<file path="src/rtl/param_counter.sv">
// rtl/param_counter.sv - modulo up/down counter with load, clear, wrap/saturate and event flags
// Count is always held in 0..MAX_VAL; limits are detected by compare, never by WIDTH overflow.
module param_counter #(
   parameter int WIDTH    = 4,
   parameter int MAX_VAL  = 2**WIDTH-1,
   parameter bit SATURATE = 1'b0
) (
   input  logic             clk,
   input  logic             reset,
   input  logic             enable,
   input  logic             up,
   input  logic             load,
   input  logic [WIDTH-1:0] load_value,
   input  logic             clear,
   output logic [WIDTH-1:0] count,
   output logic             at_max,
   output logic             at_min,
   output logic             event_p,
   output logic             ovf_sticky
);

   localparam logic [WIDTH-1:0] LIMIT = WIDTH'(MAX_VAL);
   localparam logic [WIDTH-1:0] ONE   = WIDTH'(1);
   localparam logic [WIDTH-1:0] ZERO  = '0;

   assign at_max = (count == LIMIT);
   assign at_min = (count == ZERO);

   always_ff @(posedge clk) begin
      if (reset || clear) begin
         count      <= ZERO;
         event_p    <= 1'b0;
         ovf_sticky <= 1'b0;
      end else if (load) begin
         count   <= (load_value > LIMIT) ? LIMIT : load_value;
         event_p <= 1'b0;
      end else if (enable) begin
         if (up) begin
            if (at_max) begin
               count      <= SATURATE ? LIMIT : ZERO;
               event_p    <= 1'b1;
               ovf_sticky <= 1'b1;
            end else begin
               count   <= count + ONE;
               event_p <= 1'b0;
            end
         end else begin
            // Underflow mirrors overflow: wrap to the terminal value or hold at zero
            if (at_min) begin
               count      <= SATURATE ? ZERO : LIMIT;
               event_p    <= 1'b1;
               ovf_sticky <= 1'b1;
            end else begin
               count   <= count - ONE;
               event_p <= 1'b0;
            end
         end
      end else begin
         event_p <= 1'b0;
      end
   end

endmodule

</file>
<file path="config.mk">
export PLATFORM = sky130hd
export DESIGN_NAME = param_counter
export DESIGN_NICKNAME = d
export VERILOG_FILES = /design/src/rtl/param_counter.sv
export SDC_FILE = /design/constraint.sdc
export NUM_CORES = 1
export LEC_CHECK = 0
export ABC_AREA = 1
export CAP_MARGIN = 10
export CELL_PAD_IN_SITES_DETAIL_PLACEMENT = 1
export CELL_PAD_IN_SITES_GLOBAL_PLACEMENT = 1
export CORE_MARGIN = 8
export CORE_UTILIZATION = 30
export CTS_BUF_LIST = sky130_fd_sc_hd__clkbuf_2 sky130_fd_sc_hd__clkbuf_4 sky130_fd_sc_hd__clkbuf_8
export DETAILED_ROUTE_END_ITERATION = 10
export PLACE_DENSITY = 0.92
export SLEW_MARGIN = 10
export SYNTH_ARGS = -nofsm -noshare
export SYNTH_HDL_FRONTEND = slang
export SYNTH_SLANG_ARGS = --single-unit
</file>
<file path="constraint.sdc">
create_clock -name clk -period 2.4 [get_ports clk]
set_input_delay 0.72 -clock clk [delete_from_list [all_inputs] [get_ports clk]]
set_output_delay 0.72 -clock clk [all_outputs]
set_load 0.1 [all_outputs]
</file>
After elaboration in Yosys (flattened, before gate mapping)
Index checks and enable logic that the tools add are counted.

Bits of input ports: 10. Logic and storage cells: 28. Output and inout port bits: 8. Register bits after elaboration: 6.

Add/subtract/negate cells: 2. Order comparisons: 1. Reduce and logical (&&, ||, !) cells: 6. Mux-type cells: 12. Bitwise logic cells: 2. Eq/ne operators: 2.

Operators by type and width (count): $mux W4 (6); $mux W1 (6); $add A4 B1 Y4 const B (1); $eq A4 B4 Y1 const B (1); $gt A4 B4 Y1 const B (1); $logic_not A4 Y1 (1); $reduce_and A4 Y1 (1); $reduce_bool A2 Y1 (2); $sub A4 B1 Y4 const B (1); $reduce_or A3 Y1 (1); $ne A2 B1 Y1 const B (1); $not A1 Y1 (2); $logic_or A1 B1 Y1 (1).

Depth between registers and ports, before layout
Gate-level depths: netlist of run 1.

Word-level depth: 5. Gate-level depth with buffers: 8. Gate-level depth less buffers: 8.

Worst setup path after synthesis of run 1
No wires, ideal clock.

Path type: register -> output. Start point: register count[1]. End point: output at_max. Stages on the path, launching flop included: 4. Data arrival time: 2.103 ns. Slack: -0.423 ns. Required time: 1.680 ns. Path buffers: 0. Path through: dfxtp_1 -> ha_1 -> nand3_2 -> inv_1.

Word-level cells in the longest chain between the ends: 1.

RTL lines: start: declaration (line 15) `output logic [WIDTH-1:0] count,`; start signal: assignment (line 35) `count <= (load_value > LIMIT) ? LIMIT : load_value;`; start signal: assignment (line 40) `count <= SATURATE ? LIMIT : ZERO;`; start signal: assignment (line 44) `count <= count + ONE;`; $eq A4 B4 Y1 (line 26) `assign at_max = (count == LIMIT);`; end: declaration (line 16) `output logic at_max,`.

Every way passes these cells.

Worst setup path in the final report of run 1
Start point: register count[0]. End point: output at_min.

Word-level cells in the longest chain between the ends: 1.

RTL lines: $logic_not A4 Y1 (line 27) `assign at_min = (count == ZERO);`; end: declaration (line 17) `output logic at_min,`.

Every way passes these cells.

==> run_results.csv, run 1 <==
group,metric,value,unit
place,post-dp-hpwl,1114,um
floorplanning,std_cell_rows,13,
sta,tightest_slew,330.0,ps
global_routing,antenna_found_initial,0,
clocking,clockBufferDepth,2,
place,io_buffers,17,
sta,min_period,2058,ps
sta,rsz0062_at_grt,"no",
clocking,postCtsHoldBufs,0,
worst_hold_path,min_from,"ovf_sticky",
cells_and_area,final_area,628.1,sq um
clocking,cts_buffers,3,
floorplanning,initial_core_util,0.3183,
pwr,power.density,513.1,nW/um^2
routing,drt_first_iter_violations,7,
place,dpl_cell_area,605.6,sq um
global_routing,grt_pass1_wl,2007,um
synth,synth-seq-area-share,0.2900,
clocking,cts_root_buf,"clkbuf_4",
synth,synth-main-ff-cell,"dfxtp_1",
cells_and_area,drive_gt1_frac,0.3165,
global_routing,grt_use_total,0.09457,
clocking,cts_tree,"yes",
clocking,clock_latency,250,ps
routing,firstDrtPassIters,4,
synth,synthMostInstantiatedCell,"nand2_1",
worst_setup_path,end_kind,"output port",
synth,syn-num-nets,72,
synth,synth_area,414.1,sq um
synth,synth-seq-cells,6,
worst_setup_path,cp-startpoint,"count[0]",
cells_and_area,area.growth.synth_to_final,51.66,%
worst_setup_path,crit_type,"reg2out",
synth,synth_top_cell_by_area,"dfxtp_1",
cells_and_area,diodes,0,
sta,clock_skew,3.191,ps
routing,viasPerCell,4.968,
synth,async_flop_share,0,
worst_setup_path,cp.arrival,1340,ps
clocking,cts.clk_slew.worst_paths,50,ps
synth,avgSynthCellArea,6.902,sq um
pwr,leakagePower,0.0002976,uW
global_routing,grt_max_degree,9,
synth,netlist_top_cells_count,"nand2_1, inv_1, dfxtp_1",
synth,synth-edff-count,0,
clocking,htreeDepth,1,
sta,setup_violations,0,
pwr,ir_drop,0.2689,mV
worst_setup_path,crit_top_cell,"inv_1",
sta,drv_slew,0,
synth,synth-warning-count,0,
routing,vias,467,
place,finalWeightedCongestion,0.7680,
global_routing,grt_overflow_total,0,
synth,synth_top_area_frac,0.2900,
job,cap_violations,0,
routing,wl_per_cell,13.76,um
synth,syn-instance-count,60,
routing,wl,1293,um
floorplanning,ios,18,
worst_setup_path,required,1680,ps
worst_setup_path,crit_family,"buffers and inverters",
sta,hold_viol,0,
worst_setup_path,crit_buf_inv,3,
run_status,status,"completed",
clocking,cts.repair.resized,0,
floorplanning,die_height,53.16,um
floorplanning,core-area,1301,sq um
floorplanning,die_x,53.16,um
floorplanning,die_area,2825,sq um
routing,ant_nets,0,
cells_and_area,layout.nets,93,
global_routing,grt_pass1_vias,472,
cells_and_area,final_util,0.4827,
sta,maxSlewHeadroom,0.7792,
worst_setup_path,cp_cell_sequence,"inv_1 > ha_1 > nand3_1 > inv_1 > buf_12",
clocking,postCtsSetupBuffers,0,
worst_setup_path,slowest_stage,"dfxtp_2",
worst_setup_path,slowest_delay,340,ps
worst_hold_path,hold_class,"reg2reg",
synth,netlist-cell-type-count,21,
sta,tns,0,ps
worst_setup_path,startpoint_type,"flop",
clocking,cts_sinks,6,
sta,clock.fmax,485.9,MHz
sta,min_period_over_period,0.8575,
synth,ys_top_cells_by_area,"dfxtp_1, nand2_1, inv_1",
routing,drc,0,
worst_setup_path,cp_max_fo,6,
worst_setup_path,timing.rr.start,"count[0]",
## worst register-to-register path: cells and delay by family (launching register included)
kind	cells	cell delay, ps
buffers and inverters	1	90
adders and majority gates	1	320
xor gates and xnor gates	1	180
AOI/OAI and AO/OA	1	150
DFF	1	360
and+or+nand+nor	1	80
## layer usage
metal	track usage	vias up	part of all wire
met3	0.03641	0	0.055
met1	0.1076	220	0.41
li1	-	231	-
met5	0	-	0
met4	0.03782	0	0
met2	0.1543	16	0.54
## cell type report
cell class / instances / area, sq um
multi-input combinational: 41 / 237.7
inverter: 12 / 48.80
clock buffer: 3 / 22.52
timing repair buffer: 17 / 175.2
tap: 15 / 18.77
fill: 177 / 673.1
sequential: 6 / 125.1
## kinds of logic after synthesis
| group | after synthesis | synth area share |
|---|---|---|
| simple gates | 27 | 0.3112 |
| flops | 6 | 0.2900 |
| fa+ha+maj | 2 | 0.06041 |
| compound gates | 10 | 0.1601 |
| buf+inv | 13 | 0.1359 |
| xor+xnor | 2 | 0.04230 |
## state kept, by name, summed over array words and instances (netlist names)
name / count
ovf_sticky: 1
event_p: 1
count: 4
## power by group
part / switching (uW) / leakage [uW] / internal [uW]
clock: 42.3 / 0.0000138 / 57.0
combinational: 72.5 / 0.000233 / 39.6
sequential: 6.71 / 0.0000506 / 104
total: 122 / 0.000298 / 201
## final timing paths
path / cells past startpoint / end / slack, ps
hold reg to reg: 1 / ovf_sticky / 460
setup reg to reg: 5 / count[1] / 1120
hold / removal: 1 / ovf_sticky / 460
setup / recovery: 5 / at_min / 340
## metrics by stage
| step | worst slack [ps] | cells | total power [uW] | hold WS (ps) |
|---|---|---|---|---|
| 2_1_floorplan | 99.06 | 60 | 184.9 | 739.8 |
| 3_3_place_gp | 512.3 | 91 | 223.1 | 454.5 |
| 3_5_place_dp | 482.9 | 91 | 225.5 | 459.2 |
| 4_1_cts | 339.3 | 94 | 326.0 | 472.4 |
| 5_1_grt | 249.6 | 94 | 340.5 | 497.8 |
| 6_report | 341.9 | 94 | 322.3 | 463.3 |
## cell usage in the layout (no fill, tap or decap), drive strengths merged, types with 2 or more instances in the layout
cell           instances
a21oi                  4
a22oi                  2
buf                    8
clkbuf                 3
clkdlybuf4s50          9
dfxtp                  6
ha                     2
inv                   11
nand2                 15
nand3                  7
nor2                   3
o21ai                  2
Power figures use the tool's default switching activity.
==> run 2: changes to the inputs <==
--- a/config.mk
+++ b/config.mk
@@ -14,7 +14,9 @@
 export CTS_BUF_LIST = sky130_fd_sc_hd__clkbuf_2 sky130_fd_sc_hd__clkbuf_4 sky130_fd_sc_hd__clkbuf_8
 export DETAILED_ROUTE_END_ITERATION = 10
 export PLACE_DENSITY = 0.92
+export SKIP_CTS_REPAIR_TIMING = 1
 export SLEW_MARGIN = 10
 export SYNTH_ARGS = -nofsm -noshare
 export SYNTH_HDL_FRONTEND = slang
 export SYNTH_SLANG_ARGS = --single-unit
+export TNS_END_PERCENT = 30
==> results of run 2 <==
Same layout as run 1: the final DEF is identical, and so are final timing and power.
